File: src/rtl/crc_rx_frame_ctrl.sv
// Receive-side sequencer for a bit-serial CRC-16 checker: paces byte loads,
// bounds frame length, waits for the end-of-check strobe and reports a verdict.
module crc_rx_frame_ctrl #(
  parameter int unsigned LEN_W    = 5,
  parameter int unsigned MAX_LEN  = 31,
  parameter int unsigned MIN_LEN  = 3,
  parameter int unsigned LOAD_GAP = 18,
  parameter int unsigned WDOG     = 24,
  parameter int unsigned STAT_W   = 16
) (
  input  logic              clk,
  input  logic              rst,
  input  logic              in_valid_i,
  input  logic [7:0]        in_data_i,
  input  logic              in_last_i,
  output logic              in_ready_o,
  output logic              crc_load_o,
  output logic [7:0]        crc_byte_o,
  output logic              crc_init_o,
  output logic [LEN_W-1:0]  crc_max_offset_o,
  input  logic              crc_eoch_i,
  input  logic              crc_ok_i,
  output logic              frame_done_o,
  output logic              frame_ok_o,
  output logic              err_len_o,
  output logic              err_tmo_o,
  output logic [STAT_W-1:0] ok_cnt_o,
  output logic [STAT_W-1:0] err_cnt_o,
  output logic [2:0]        dbg_state_o
);

  // Handshake: a byte transfers on a rising edge where in_valid_i & in_ready_o;
  // in_ready_o depends only on registered state, never on in_valid_i.

  localparam int unsigned GAP_W = $clog2(LOAD_GAP + 1);
  localparam int unsigned WD_W  = $clog2(WDOG + 1);

  typedef enum logic [2:0] {
    S_INIT   = 3'd0,
    S_ACCEPT = 3'd1,
    S_DRAIN  = 3'd2,
    S_WAIT   = 3'd3,
    S_REPORT = 3'd4
  } state_t;

  state_t              state_q, state_d;
  logic [GAP_W-1:0]    init_cnt_q, init_cnt_d;
  logic [GAP_W-1:0]    gap_q, gap_d;
  logic [LEN_W-1:0]    cnt_q, cnt_d;
  logic                load_q, load_d;
  logic [7:0]          byte_q, byte_d;
  logic [WD_W-1:0]     wdog_q, wdog_d;
  logic                err_len_q, err_len_d;
  logic                err_tmo_q, err_tmo_d;
  logic                ok_lat_q, ok_lat_d;
  logic [STAT_W-1:0]   ok_cnt_q, ok_cnt_d;
  logic [STAT_W-1:0]   err_cnt_q, err_cnt_d;
  logic [LEN_W-1:0]    cnt_inc;
  logic                verdict_ok;

  assign cnt_inc    = cnt_q + 1'b1;
  assign verdict_ok = ok_lat_q & ~err_len_q & ~err_tmo_q;

  always_ff @(posedge clk) begin
    if (rst) begin
      state_q    <= S_INIT;
      init_cnt_q <= GAP_W'(LOAD_GAP);
      gap_q      <= '0;
      cnt_q      <= '0;
      load_q     <= 1'b0;
      byte_q     <= 8'h00;
      wdog_q     <= '0;
      err_len_q  <= 1'b0;
      err_tmo_q  <= 1'b0;
      ok_lat_q   <= 1'b0;
      ok_cnt_q   <= '0;
      err_cnt_q  <= '0;
    end else begin
      state_q    <= state_d;
      init_cnt_q <= init_cnt_d;
      gap_q      <= gap_d;
      cnt_q      <= cnt_d;
      load_q     <= load_d;
      byte_q     <= byte_d;
      wdog_q     <= wdog_d;
      err_len_q  <= err_len_d;
      err_tmo_q  <= err_tmo_d;
      ok_lat_q   <= ok_lat_d;
      ok_cnt_q   <= ok_cnt_d;
      err_cnt_q  <= err_cnt_d;
    end
  end

  always_comb begin
    state_d    = state_q;
    init_cnt_d = init_cnt_q;
    gap_d      = gap_q;
    cnt_d      = cnt_q;
    load_d     = 1'b0;
    byte_d     = byte_q;
    wdog_d     = wdog_q;
    err_len_d  = err_len_q;
    err_tmo_d  = err_tmo_q;
    ok_lat_d   = ok_lat_q;
    ok_cnt_d   = ok_cnt_q;
    err_cnt_d  = err_cnt_q;
    in_ready_o = 1'b0;
    unique case (state_q)
      S_INIT: begin
        cnt_d = '0;
        gap_d = '0;
        if (init_cnt_q <= GAP_W'(1)) state_d = S_ACCEPT;
        else init_cnt_d = init_cnt_q - 1'b1;
      end
      S_ACCEPT: begin
        if (gap_q != '0) begin
          gap_d = gap_q - 1'b1;
        end else begin
          in_ready_o = 1'b1;
          if (in_valid_i) begin
            // A non-final byte that would reach MAX_LEN can never be legal.
            if (!in_last_i && (cnt_inc == LEN_W'(MAX_LEN))) begin
              err_len_d = 1'b1;
              state_d   = S_DRAIN;
            end else begin
              load_d = 1'b1;
              byte_d = in_data_i;
              cnt_d  = cnt_inc;
              gap_d  = GAP_W'(LOAD_GAP - 1);
              if (in_last_i) begin
                wdog_d  = '0;
                state_d = S_WAIT;
                if (cnt_inc < LEN_W'(MIN_LEN)) err_len_d = 1'b1;
              end
            end
          end
        end
      end
      S_DRAIN: begin
        in_ready_o = 1'b1;
        if (in_valid_i && in_last_i) begin
          wdog_d  = '0;
          state_d = S_WAIT;
        end
      end
      S_WAIT: begin
        // An end-of-check coinciding with a load belongs to an earlier byte.
        if (crc_eoch_i && !load_q) begin
          ok_lat_d = crc_ok_i;
          state_d  = S_REPORT;
        end else if (wdog_q == WD_W'(WDOG - 1)) begin
          err_tmo_d = 1'b1;
          state_d   = S_REPORT;
        end else begin
          wdog_d = wdog_q + 1'b1;
        end
      end
      S_REPORT: begin
        if (verdict_ok) begin
          if (ok_cnt_q != {STAT_W{1'b1}}) ok_cnt_d = ok_cnt_q + 1'b1;
        end else begin
          if (err_cnt_q != {STAT_W{1'b1}}) err_cnt_d = err_cnt_q + 1'b1;
        end
        err_len_d  = 1'b0;
        err_tmo_d  = 1'b0;
        ok_lat_d   = 1'b0;
        init_cnt_d = GAP_W'(1);
        state_d    = S_INIT;
      end
      default: state_d = S_INIT;
    endcase
  end

  assign crc_load_o       = load_q;
  assign crc_byte_o       = byte_q;
  assign crc_init_o       = (state_q == S_INIT);
  assign crc_max_offset_o = cnt_q;
  assign frame_done_o     = (state_q == S_REPORT);
  assign frame_ok_o       = frame_done_o & verdict_ok;
  assign err_len_o        = frame_done_o & err_len_q;
  assign err_tmo_o        = frame_done_o & err_tmo_q;
  assign ok_cnt_o         = ok_cnt_q;
  assign err_cnt_o        = err_cnt_q;
  assign dbg_state_o      = state_q;

endmodule

File: config.mk
export PLATFORM = sky130hd
export DESIGN_NAME = crc_rx_frame_ctrl
export DESIGN_NICKNAME = d
export VERILOG_FILES = /design/src/rtl/crc_rx_frame_ctrl.sv
export SDC_FILE = /design/constraint.sdc
export NUM_CORES = 1
export LEC_CHECK = 0
export BUFFER_PORTS_ARGS = -buffer_cell sky130_fd_sc_hd__buf_2
export CAP_MARGIN = 10
export CORE_ASPECT_RATIO = 2
export CORE_MARGIN = 2
export CORE_UTILIZATION = 55
export CTS_BUF_LIST = sky130_fd_sc_hd__clkbuf_16
export CTS_CLUSTER_SIZE = 28
export DETAILED_ROUTE_END_ITERATION = 10
export PLACE_DENSITY = 0.85
export SETUP_SLACK_MARGIN = 0.02
export SLEW_MARGIN = 20
export SYNTH_ARGS = -nofsm -noshare
export SYNTH_HDL_FRONTEND = slang
export SYNTH_SLANG_ARGS = --single-unit
File: constraint.sdc
create_clock -name clk -period 3.03 [get_ports clk]
set_clock_uncertainty 0.1 [all_clocks]
set_input_delay 0.4545 -clock clk [delete_from_list [all_inputs] [get_ports clk]]
set_output_delay 0.4545 -clock clk [all_outputs]
set_load 0.02 [all_outputs]
---- Yosys cells after proc, flatten, opt, wreduce, memory -nomap -nowiden ----
Cells that the tools add are included.
Widths: inputs -> output; s select.
cells by class
  reduce and logical (&&, ||, !) cells .... 24
  muxes and demuxes ....................... 41
  bitwise operators ....................... 12
  add/subtract/negate cells ............... 6
  $lt $le $gt $ge ......................... 2
  eq/ne operators ......................... 24
operator list
  kind                   number
  $mux 5                 14
  $add 16x1->16 const B  2
  $ne 16x16->1 const B   2
  $pmux 5 s2             3
  $mux 3                 8
  $ne 2x2->1 const B     10
  $ne 3x3->1 const B     5
  $pmux 5 s3             1
  $pmux 3 s4             1
  $reduce_and 3->1       4
  $add 5x1->5 const B    2
  $eq 5x5->1 const B     2
  $mux 1                 10
  $sub 5x1->5 const B    2
  $pmux 1 s2             4
  $reduce_and 4->1       2
  $reduce_and 8->1       1
  $reduce_bool 2->1      4
  $not 1->1              7
  $eq 3x2->1 const B     2
  $reduce_and 6->1       1
  $and 1x1->1            5
  $le 5x1->1 const B     1
  $lt 5x2->1 const B     1
  11 further kinds       15
storage, ports and cells
  flip-flop bits (word level) ............. 67

---- Depth between registers and ports, before layout ----
Gate-level depths: netlist of the first run.
  depth in word-level cells ............... 8
  gate-level depth with buffers ........... 8

---- Worst setup path after synthesis of the first run ----
Ideal clock, no wire load.
  path type ............................... register to register
  start ................................... register gap_q[0]
  end ..................................... register wdog_q[4]
  setup time .............................. 0.132 ns
  clock period less this slack ............ 2.261 ns
  data arrival time ....................... 2.029 ns
  buffers on the path ..................... 0
  cell stages (with the launch flop) ...... 8
  path slack .............................. 0.769 ns
  required time ........................... 2.798 ns
  cells stage by stage .................... dfxtp_1 inv_1 ha_1 or4b_1 or4b_1 a31o_2 o21ai_0 a21oi_1
on the way
  word-level cells in the longest chain between the ends .. 3
ends and longest elaborated chain
  element                            RTL line  source
  start: declaration                 48        logic [GAP_W-1:0] gap_q, gap_d;
  start signal: assignment           81        gap_q <= gap_d;
  $reduce_bool 5->1                  116       if (gap_q != '0) begin
  $ne 2x2->1 (no source line)        n/a
  $reduce_and 8->1 (no source line)  n/a
  end signal: assignment             85        wdog_q <= wdog_d;
  end: declaration                   52        logic [WD_W-1:0] wdog_q, wdog_d;
No other way between the ends.
A chain may end at the register's enable or synchronous reset.

---- Final worst setup path of the first run ----
  start ................................... register state_q[2], in the netlist dbg_state_o[2]
  end ..................................... output frame_ok_o
on the way
  word-level cells in the longest chain between the ends .. 2
ends and longest elaborated chain
  element                   RTL line  source
  start: declaration        46        state_t state_q, state_d;
  start signal: assignment  79        state_q <= state_d;
  $eq 3x3->1                178       assign frame_done_o = (state_q == S_REPORT);
  $and 1x1->1               179       assign frame_ok_o = frame_done_o & verdict_ok;
  end: declaration          24        output logic frame_ok_o,
No other way between the ends.

==> results of run 1 <==
[cells by family (layout without fill, tap and decap cells)]
family          count (synthesis)  count (layout)  synth area share
flops                          67              67            0.3849
xor+xnor                       26              26           0.06535
simple gates                  196             196            0.3031
mux                            13              13           0.03806
fa+ha+maj                       9               9           0.03232
buf+inv                        34             103           0.03770
compound gates                 74              74            0.1386
[per-stage QoR]
stage / utilization / hold slack (ns) / total power, W
final: 0.6692 / 0.2637 / 0.002204
after global routing: 0.6692 / 0.2818 / 0.002303
after CTS: 0.6692 / 0.2580 / 0.002221
after detailed placement: 0.6293 / 0.3727 / 0.001337
after global placement: 0.6293 / 0.3615 / 0.001329
after floorplan: - / 0.3405 / 0.001247
[metal layers]
layer / track usage / routed length (um) / vias up
met5: 0 / 0 / -
met4: 0.09630 / 89 / 0
met3: 0.07087 / 480 / 7
met2: 0.3870 / 3982 / 114
met1: 0.3177 / 3584 / 1576
li1: - / - / 1636
[tightest hold or removal path: stages]
cell     delay [ns]
buf_2          0.07
mux2i_1        0.06
nor2_1         0.07
[flip-flops by register name (all words and copies together) (netlist names), 3 cells and up]
name and flops:
wdog_q 5, crc_byte_o 8, gap_q 5, dbg_state_o 3
ok_cnt_o 16, crc_max_offset_o 5, init_cnt_q 5, err_cnt_o 16
[power groups by stage]
stage	clock network [W]	logic, W	registers [W]
final	0.000879	0.000349	0.000976
after floorplan	0	0.000248	0.000999
after global placement	0	0.000338	0.000991
after CTS	0.000897	0.000348	0.000976
after detailed placement	0	0.000344	0.000992
after global routing	0.000932	0.000389	0.000982
[how the worst max path moves through the flow]
stage                                     start                   endpoint  cells after the start
finish              dbg_state_o[2]$_SDFFE_PP0P_                 frame_ok_o                      5
global route        dbg_state_o[2]$_SDFFE_PP0P_                 frame_ok_o                      5
CTS                 dbg_state_o[2]$_SDFFE_PP0P_                 frame_ok_o                      5
detailed placement  dbg_state_o[2]$_SDFFE_PP0P_  ok_cnt_o[10]$_SDFFE_PP0P_                      6
global placement    dbg_state_o[2]$_SDFFE_PP0P_   ok_cnt_o[8]$_SDFFE_PP0P_                      6
floorplan                 gap_q[0]$_SDFFE_PP0P_     wdog_q[4]$_SDFFE_PP0P_                      7
[cells in the mapped netlist (2+ instances only)]
cell type,n,share of area
a31oi_1,3,0.0054
nor2b_1,6,0.011
clkbuf_1,17,0.018
or4b_1,2,0.0057
ha_1,9,0.032
a21oi_1,25,0.036
nor4b_1,5,0.013
or3b_2,2,0.0050
buf_2,3,0.0043
nand3b_1,3,0.0065
or4_1,3,0.0065
a21o_1,3,0.0065
and3_1,6,0.011
inv_1,14,0.015
nand3_1,14,0.020
nand4_1,16,0.029
and2_1,2,0.0036
nand4b_1,2,0.0050
a211oi_1,3,0.0065
nand2_1,18,0.019
xor2_1,7,0.018
o21ai_0,15,0.022
or3_1,8,0.014
nor2_1,61,0.066
o211ai_1,4,0.0086
or2_2,5,0.0090
mux2i_1,11,0.032
xnor2_1,19,0.048
o31ai_1,2,0.0043
nand2b_1,3,0.0054
a21boi_0,2,0.0043
a31o_2,2,0.0050
mux2_2,2,0.0065
nor3b_1,3,0.0065
nor4_1,8,0.014
dfxtp_1,67,0.38
nor3_1,22,0.032
[cell type report]
| type | count | area (um^2) |
|---|---|---|
| clock buffer | 9 | 225.2 |
| clock inverter | 5 | 22.52 |
| timing repair buffer | 75 | 392.9 |
| sequential | 67 | 1341 |
| fill | 550 | 2053 |
| inverter | 14 | 52.55 |
| multi-input combinational | 318 | 2012 |
| tap | 86 | 107.6 |
==> run_results.csv, run 1 <==
group,metric,value,unit
clocking,clock_path_buffers,2,
clocking,cts_sinks,67,
synth,ys_types,59,
timing,finalCriticalPeriod,2.737,ns
global_route,grt_overflow_total,0,
setup_path,cp_max_fo,13,
timing,timing.slew.headroom,0.3738,
clocking,cts_buffers,9,
setup_path,critical_path_buf_inv_count,3,
run,cap_violations,0,
synth,synthesis.nets,442,
clocking,htreeDepth,3,
setup_path,endpoint_kind,"output port",
synth,synth_edf_count,0,
timing,report.final.slew_viol_count,0,
finish,finish.instance_area,4154,um^2
clocking,cts_hold_buf,0,
power,p_leak,1.656,nW
clocking,clk_latency,0.33,ns
synth,synth_cells,419,
finish,diodes,0,
placed_design,port_buffers,68,
timing,setup_viol,0,
finish,final_cell_mix,"68 x buf_2, 67 x dfxtp_1, 61 x nor2_1",
setup_path,critPathTopFamily,"buffers and inverters",
placed_design,dpl_cell_area,3906,um^2
setup_path,reg2reg_from,"dbg_state_o[2]$_SDFFE_PP0P_",
timing,final.setup.worst_slack,0.2926,ns
clocking,cts_root_buf,"clkbuf_16",
timing,clock.fmax,365.3,MHz
route,num_vias,3333,
power,clockPowerShare,0.399,
route,antenna_left,0,
hold_path,hp-class,"input port to flop",
outcome,status,"finished, final reports clean",
timing,period_share,0.9034,
setup_path,crit_arrival,2.18,ns
finish,mostFrequentLayoutCell,"buf_2",
power,irDropWorstVdd,416.8,uV
setup_path,r2r_slack,0.45,ns
floorplanning,rows,41,
route,routed_wl,8136,um
route,viasPerCell,5.807,
global_route,gr-usage-all-layers,0.2476,
setup_path,start_kind,"flop",
route,first_iter_violations,183,
global_route,grt_pass1_wl,13450,um
timing,hold_violations,0,
route,dr.pass1.iters,5,
power,internal-power,0.001611,W
synth,avgSynthCellArea,8.316,um^2
placed_design,dp_hpwl,5763,um
placed_design,gp_congestion,0.8707,
setup_path,criticalPathCategory,"flop to output port",
synth,async_flop_share,0,
clocking,path_clk_slew,0.05,ns
power,combPwrFrac,0.158,
global_route,grt_max_degree,28,
synth,yosys_warnings,0,
power,p_switching,0.0005934,W
route,avgRoutedWirePerCell,14.17,um
setup_path,crit_top_cell,"inv_1",
timing,rsz0062_at_grt,"no",
finish,drive_gt1_frac,0.2111,
floorplanning,die_h,116.6,um
finish,fin_nets,508,
global_route,antenna_found_initial,0,
power,swShare,0.2692,
clocking,ctsResizeCount,0,
floorplanning,ios,69,
floorplanning,coreArea,6207,um^2
timing,setup_tns,0,ns
clocking,cts_tree,"done",
floorplanning,die_x,60.29,um
setup_path,critical_path_required,2.48,ns
floorplanning,die-area,7027,um^2
setup_path,crit_path_top_delay_cell,"dfxtp_1",
finish,final_cells,574,
timing,tightest_slew,0.9372,ns
power,power.density,530.6,nW/um^2
setup_path,reg2reg_to,"ok_cnt_o[11]$_SDFFE_PP0P_",
synth,ys_seq_area_frac,0.3849,
setup_path,r2r_cells,6,
finish,area_growth,19.21,%
floorplanning,start_util,0.5614,
clocking,postCtsSetupBuffers,0,
setup_path,path_cells,"or3b_1 > inv_1 > nand2_1 > inv_1 > buf_2",
placed_design,place_inst,560,
power,p_seq_frac,0.443,
synth,synth_flop_cell,"dfxtp_1",
hold_path,holdPathStages,3,
hold_path,min-delay-start,"in_data_i[1]",
route,drc,0,
setup_path,max_stage_delay,0.53,ns
hold_path,hold_path_end,"crc_byte_o[1]$_SDFFE_PP0P_",
global_route,grt_pass1_vias,3070,
placed_design,pre_cts_ws,0.5191,ns
synth,synth-seq-cells,67,
synth,synth.cell_area,3485,um^2
No activity file was read; power rests on OpenSTA's default activity.
==> run 2, diff against run 1 <==
--- a/config.mk
+++ b/config.mk
@@ -6,10 +6,12 @@
 export NUM_CORES = 1
 export LEC_CHECK = 0
 export BUFFER_PORTS_ARGS = -buffer_cell sky130_fd_sc_hd__buf_2
-export CAP_MARGIN = 10
+export CAP_MARGIN = 5
+export CELL_PAD_IN_SITES_DETAIL_PLACEMENT = 0
+export CELL_PAD_IN_SITES_GLOBAL_PLACEMENT = 1
 export CORE_ASPECT_RATIO = 2
 export CORE_MARGIN = 2
-export CORE_UTILIZATION = 55
+export CORE_UTILIZATION = 41
 export CTS_BUF_LIST = sky130_fd_sc_hd__clkbuf_16
 export CTS_CLUSTER_SIZE = 28
 export DETAILED_ROUTE_END_ITERATION = 10
==> constraint.sdc (replaced) <==
create_clock -name clk -period 2.6 [get_ports clk]
set_clock_uncertainty 0.1 [all_clocks]
set_input_delay 0.39 -clock clk [delete_from_list [all_inputs] [get_ports clk]]
set_output_delay 0.39 -clock clk [all_outputs]
set_load 0.02 [all_outputs]
==> run_results.csv, run 2 (synthesis gave the netlist of run 1 again) <==
group,metric,value,unit
floorplanning,ios,69,
global_route,gr-usage-all-layers,0.1923,
setup_path,path_cells,"inv_1 > ha_1 > or4b_1 > or4b_1 > a31o_2 > o21ai_0 > a21oi_1",
timing,setup_tns,0,ns
clocking,cts_sinks,67,
clocking,clk_latency,0.33,ns
floorplanning,die_x,69.19,um
setup_path,start_kind,"flop",
timing,rsz0062_at_grt,"no",
setup_path,crit_top_cell,"or4b_1",
setup_path,max_stage_delay,0.55,ns
setup_path,crit_arrival,2.58,ns
setup_path,critical_path_required,2.71,ns
timing,period_share,0.9473,
floorplanning,rows,47,
clocking,cts_hold_buf,0,
timing,setup_viol,0,
route,routed_wl,8886,um
clocking,cts_tree,"done",
clocking,cts_root_buf,"clkbuf_16",
timing,tightest_slew,0.7911,ns
route,avgRoutedWirePerCell,15.01,um
outcome,status,"finished, final reports clean",
global_route,grt_max_degree,41,
floorplanning,start_util,0.4203,
route,num_vias,3336,
route,viasPerCell,5.635,
run,cap_violations,0,
power,irDropWorstVdd,445.2,uV
clocking,htreeDepth,3,
floorplanning,die-area,9297,um^2
route,first_iter_violations,202,
finish,fin_util,0.5198,
setup_path,criticalPathCategory,"flop to flop",
setup_path,critPathTopFamily,"simple AND/OR/NAND/NOR gates",
power,power.density,684.6,nW/um^2
route,drc,0,
timing,clock.fmax,406.0,MHz
timing,hold_violations,0,
placed_design,gp_congestion,0.7930,
floorplanning,die_h,134.4,um
setup_path,cp_max_fo,5,
global_route,grt_pass1_vias,3285,
finish,area_growth,23.70,%
finish,fin_nets,512,
finish,drive_gt1_frac,0.2308,
finish,mostFrequentLayoutCell,"buf_2",
placed_design,port_buffers,68,
global_route,grt_overflow_total,0,
setup_path,crit_path_top_delay_cell,"or4b_1",
timing,timing.slew.headroom,0.4715,
clocking,postCtsSetupBuffers,0,
placed_design,dp_hpwl,6589,um
finish,final_cell_mix,"68 x buf_2, 67 x dfxtp_1, 61 x nor2_1",
setup_path,endpoint_kind,"flop",
global_route,antenna_found_initial,0,
finish,diodes,0,
floorplanning,coreArea,8292,um^2
clocking,path_clk_slew,0.06,ns
route,dr.pass1.iters,4,
timing,report.final.slew_viol_count,0,
setup_path,critical_path_buf_inv_count,1,
clocking,cts_buffers,9,
global_route,grt_pass1_wl,14840,um
route,antenna_left,0,
clocking,clock_path_buffers,2,
clocking,ctsResizeCount,0,
power,p_leak,1.734,nW
hold_path,hp-class,"input port to flop",
timing,finalCriticalPeriod,2.463,ns
## run 2: layer usage
layer | wire length (um) | global-route usage | up-vias
met5 | 0 | 0 | -
met4 | 300 | 0.1122 | 0
met3 | 342 | 0.03982 | 22
met2 | 4863 | 0.3536 | 90
met1 | 3379 | 0.1965 | 1568
li1 | - | - | 1656
## run 2: area by class of cell
cell class / count / area (um^2)
Fill cell: 818 / 3981
Multi-Input combinational cell: 318 / 2017
Sequential cell: 67 / 1341
Timing Repair Buffer: 79 / 435.4
Clock buffer: 9 / 225.2
Tap cell: 98 / 122.6
Clock inverter: 7 / 116.4
Inverter: 14 / 52.55
## run 2: final timing paths
| path | startpoint | to | slack [ns] | cells after the start |
|---|---|---|---|---|
| hold reg to reg | crc_byte_o[7]$_SDFFE_PP0P_ | crc_byte_o[7]$_SDFFE_PP0P_ | 0.39 | 2 |
| setup / recovery | gap_q[0]$_SDFFE_PP0P_ | wdog_q[3]$_SDFFE_PP0P_ | 0.14 | 7 |
| setup reg to reg | gap_q[0]$_SDFFE_PP0P_ | wdog_q[3]$_SDFFE_PP0P_ | 0.14 | 7 |
| hold / removal | in_data_i[7] | crc_byte_o[7]$_SDFFE_PP0P_ | 0.20 | 3 |
## run 2: worst reg2reg max path: stages, from the launching register on
cell and delay [ns]:
dfxtp_1 0.34, inv_1 0.11, ha_1 0.16, or4b_1 0.51
or4b_1 0.55, a31o_2 0.30, o21ai_0 0.19, a21oi_1 0.09
## run 2: where the power goes
part	switching (W)	total [W]	internal (W)
logic	0.000237	0.000417	0.000181
clock network	0.000461	0.00140	0.000934
registers	0.0000546	0.00114	0.00108
total	0.000753	0.00295	0.00220
## run 2: per-stage QoR
step                cells  hold slack, ns  setup slack (ns)  instance area (um^2)  total power [W]
floorplan             419          0.3405            0.3391                  3485         0.001453
global placement      576          0.3613            0.2139                  3969         0.001564
detailed placement    576          0.3792            0.1397                  3969         0.001578
CTS                   592          0.1928            0.1259                  4310         0.002978
global route          592          0.2009           0.03084                  4310         0.003068
finish                592          0.1961            0.1371                  4310         0.002951
==> run 3, diff against run 2 <==
--- a/config.mk
+++ b/config.mk
@@ -5,13 +5,14 @@
 export SDC_FILE = /design/constraint.sdc
 export NUM_CORES = 1
 export LEC_CHECK = 0
+export ABC_AREA = 1
 export BUFFER_PORTS_ARGS = -buffer_cell sky130_fd_sc_hd__buf_2
 export CAP_MARGIN = 5
 export CELL_PAD_IN_SITES_DETAIL_PLACEMENT = 0
 export CELL_PAD_IN_SITES_GLOBAL_PLACEMENT = 1
 export CORE_ASPECT_RATIO = 2
 export CORE_MARGIN = 2
-export CORE_UTILIZATION = 41
+export CORE_UTILIZATION = 39
 export CTS_BUF_LIST = sky130_fd_sc_hd__clkbuf_16
 export CTS_CLUSTER_SIZE = 28
 export DETAILED_ROUTE_END_ITERATION = 10
==> run_results.csv, run 3 <==
group,metric,value,unit
outcome,status,"finished, final reports clean",
timing,finalCriticalPeriod,2.025,ns
clocking,path_clk_slew,0.05,ns
power,p_seq_frac,0.403,
route,routed_wl,9113,um
synth,synthTopCellsByArea,"dfxtp_1 38%, nand2_1 11%, nor2_1 7.5%",
power,irDropWorstVdd,375.5,uV
setup_path,max_stage_delay,0.44,ns
power,p_switching,0.0008809,W
floorplanning,die_x,70.92,um
timing,setup_tns,0,ns
synth,ys_seq_area_frac,0.3840,
global_route,grt_pass1_wl,15370,um
setup_path,critical_path_buf_inv_count,0,
route,dr.pass1.iters,4,
floorplanning,rows,48,
global_route,grt_max_degree,34,
hold_path,hp-class,"input port to flop",
setup_path,endpoint_kind,"flop",
route,first_iter_violations,162,
setup_path,cp_max_fo,14,
global_route,gr-usage-all-layers,0.1981,
global_route,antenna_found_initial,0,
timing,tightest_slew,0.4501,ns
clocking,ctsResizeCount,0,
synth,synth.cell_area,3493,um^2
timing,rsz0062_at_grt,"no",
placed_design,pre_cts_ws,0.6109,ns
setup_path,critical_path_required,2.72,ns
clocking,cts_tree,"done",
clocking,cts_sinks,67,
finish,fill_cells,906,
power,clockPowerShare,0.391,
run,cap_violations,0,
synth,yosys_warnings,0,
synth,synth_top_cell_area_share,0.3840,
power,swShare,0.3013,
route,num_vias,3526,
finish,area_growth,21.06,%
synth,synth_cells,509,
synth,synthesis.nets,532,
finish,drive_gt1_frac,0.1871,
route,avgRoutedWirePerCell,13.25,um
timing,setup_viol,0,
clocking,postCtsSetupBuffers,0,
clocking,cts_hold_buf,0,
finish,fin_util,0.4890,
placed_design,gp_congestion,0.8698,
synth,synth_flop_cell,"dfxtp_1",
placed_design,port_buffers,68,
clocking,clk_latency,0.33,ns
route,antenna_left,0,
setup_path,path_cells,"nand3_2 > nor2_1 > nand2_1 > nor2_2 > nand2_1 > o21ai_0 > a21oi_1",
timing,period_share,0.7790,
placed_design,place_inst,672,
finish,fin_nets,606,
route,viasPerCell,5.125,
floorplanning,ios,69,
power,internal-power,0.002043,W
finish,diodes,0,
synth,async_flop_share,0,
setup_path,criticalPathCategory,"flop to flop",
timing,hold_violations,0,
timing,report.final.slew_viol_count,0,
clocking,cts_buffers,9,
setup_path,crit_path_top_delay_cell,"dfxtp_1",
setup_path,start_kind,"flop",
finish,mostFrequentLayoutCell,"nand2_1",
power,p_leak,1.841,nW
global_route,grt_overflow_total,0,
hold_path,min-delay-start,"in_data_i[6]",
setup_path,reg2reg_from,"dbg_state_o[2]$_SDFFE_PP0P_",
power,power.density,691.3,nW/um^2
synth,ys_types,30,
timing,clock.fmax,493.7,MHz
setup_path,crit_arrival,2.14,ns
synth,synth-seq-cells,67,
placed_design,dp_hpwl,6961,um
synth,synth_common_cells,"101 x nand2_1, 70 x nor2_1, 67 x dfxtp_1",
global_route,grt_pass1_vias,3441,
finish,final_cell_mix,"101 x nand2_1, 70 x nor2_1, 68 x buf_2",
timing,timing.slew.headroom,0.6992,
route,drc,0,
floorplanning,die-area,9776,um^2
power,combPwrFrac,0.207,
synth,yosysMostFrequentCell,"nand2_1",
setup_path,cp-startpoint,"dbg_state_o[2]$_SDFFE_PP0P_",
finish,finish.instance_area,4229,um^2
synth,synth_area_leader_cell,"dfxtp_1",
floorplanning,coreArea,8648,um^2
finish,final_cells,688,
synth,synth_edf_count,0,
synth,avgSynthCellArea,6.863,um^2
placed_design,dpl_cell_area,3951,um^2
clocking,clock_path_buffers,2,
setup_path,critPathTopFamily,"simple AND/OR/NAND/NOR gates",
floorplanning,die_h,137.8,um
floorplanning,start_util,0.4039,
setup_path,crit_top_cell,"nand2_1",
clocking,htreeDepth,3,
timing,final.setup.worst_slack,0.5746,ns
clocking,cts_root_buf,"clkbuf_16",
-- run 3: metal layers --
metal | wire length, um | track usage
met4 | 319 | 0.1143
met2 | 4865 | 0.3609
met3 | 326 | 0.03731
met5 | 0 | 0
met1 | 3602 | 0.2081
-- run 3: cell type report --
| cell class | instances | area [um^2] | area share |
|---|---|---|---|
| Sequential cell | 67 | 1341 | 0.3172 |
| Tap cell | 100 | 125.1 | 0.02959 |
| Clock inverter | 7 | 52.55 | 0.01243 |
| Clock buffer | 9 | 225.2 | 0.05325 |
| Inverter | 59 | 221.5 | 0.05237 |
| Multi-Input combinational cell | 373 | 1886 | 0.4459 |
| Timing Repair Buffer | 73 | 377.9 | 0.08935 |
-- run 3: worst paths after layout --
path | to | slack (ns) | depth (start not counted)
min reg2reg | ok_lat_q$_SDFFE_PP0P_ | 0.35 | 2
min | crc_byte_o[6]$_SDFFE_PP0P_ | 0.18 | 3
max | err_cnt_o[10]$_SDFFE_PP0P_ | 0.57 | 7
max reg2reg | err_cnt_o[10]$_SDFFE_PP0P_ | 0.57 | 7
-- run 3: worst reg2reg max path, delay by kind of cell (launching register included) --
family	cells	cell delay [ns]
AND/OR/NAND/NOR	5	1.14
AO/OA/AOI/OAI	2	0.23
flip-flops	1	0.44
-- run 3: power groups by stage --
stage,clock [W],combinational (W),sequential (W)
3_3_place_gp,0,0.000600,0.00119
5_1_grt,0.00122,0.000697,0.00119
2_1_floorplan,0,0.000411,0.00122
4_1_cts,0.00118,0.000612,0.00117
3_5_place_dp,0,0.000609,0.00120
6_report,0.00114,0.000604,0.00118
-- run 3: cell families after synthesis --
family | after synthesis | synth area share
AND/OR/NAND/NOR | 258 | 0.3292
XOR/XNOR | 20 | 0.05229
adder cells (fa/ha/maj) | 9 | 0.03224
buffers and inverters | 69 | 0.07629
AO/OA/AOI/OAI | 86 | 0.1261
flip-flops | 67 | 0.3840
-- run 3: per-stage QoR --
stage | total power (W) | hold WS (ns)
after global routing | 0.003102 | 0.1885
after CTS | 0.002967 | 0.1747
after floorplan | 0.001631 | 0.3297
after global placement | 0.001794 | 0.3417
final | 0.002924 | 0.1839
after detailed placement | 0.001805 | 0.3460
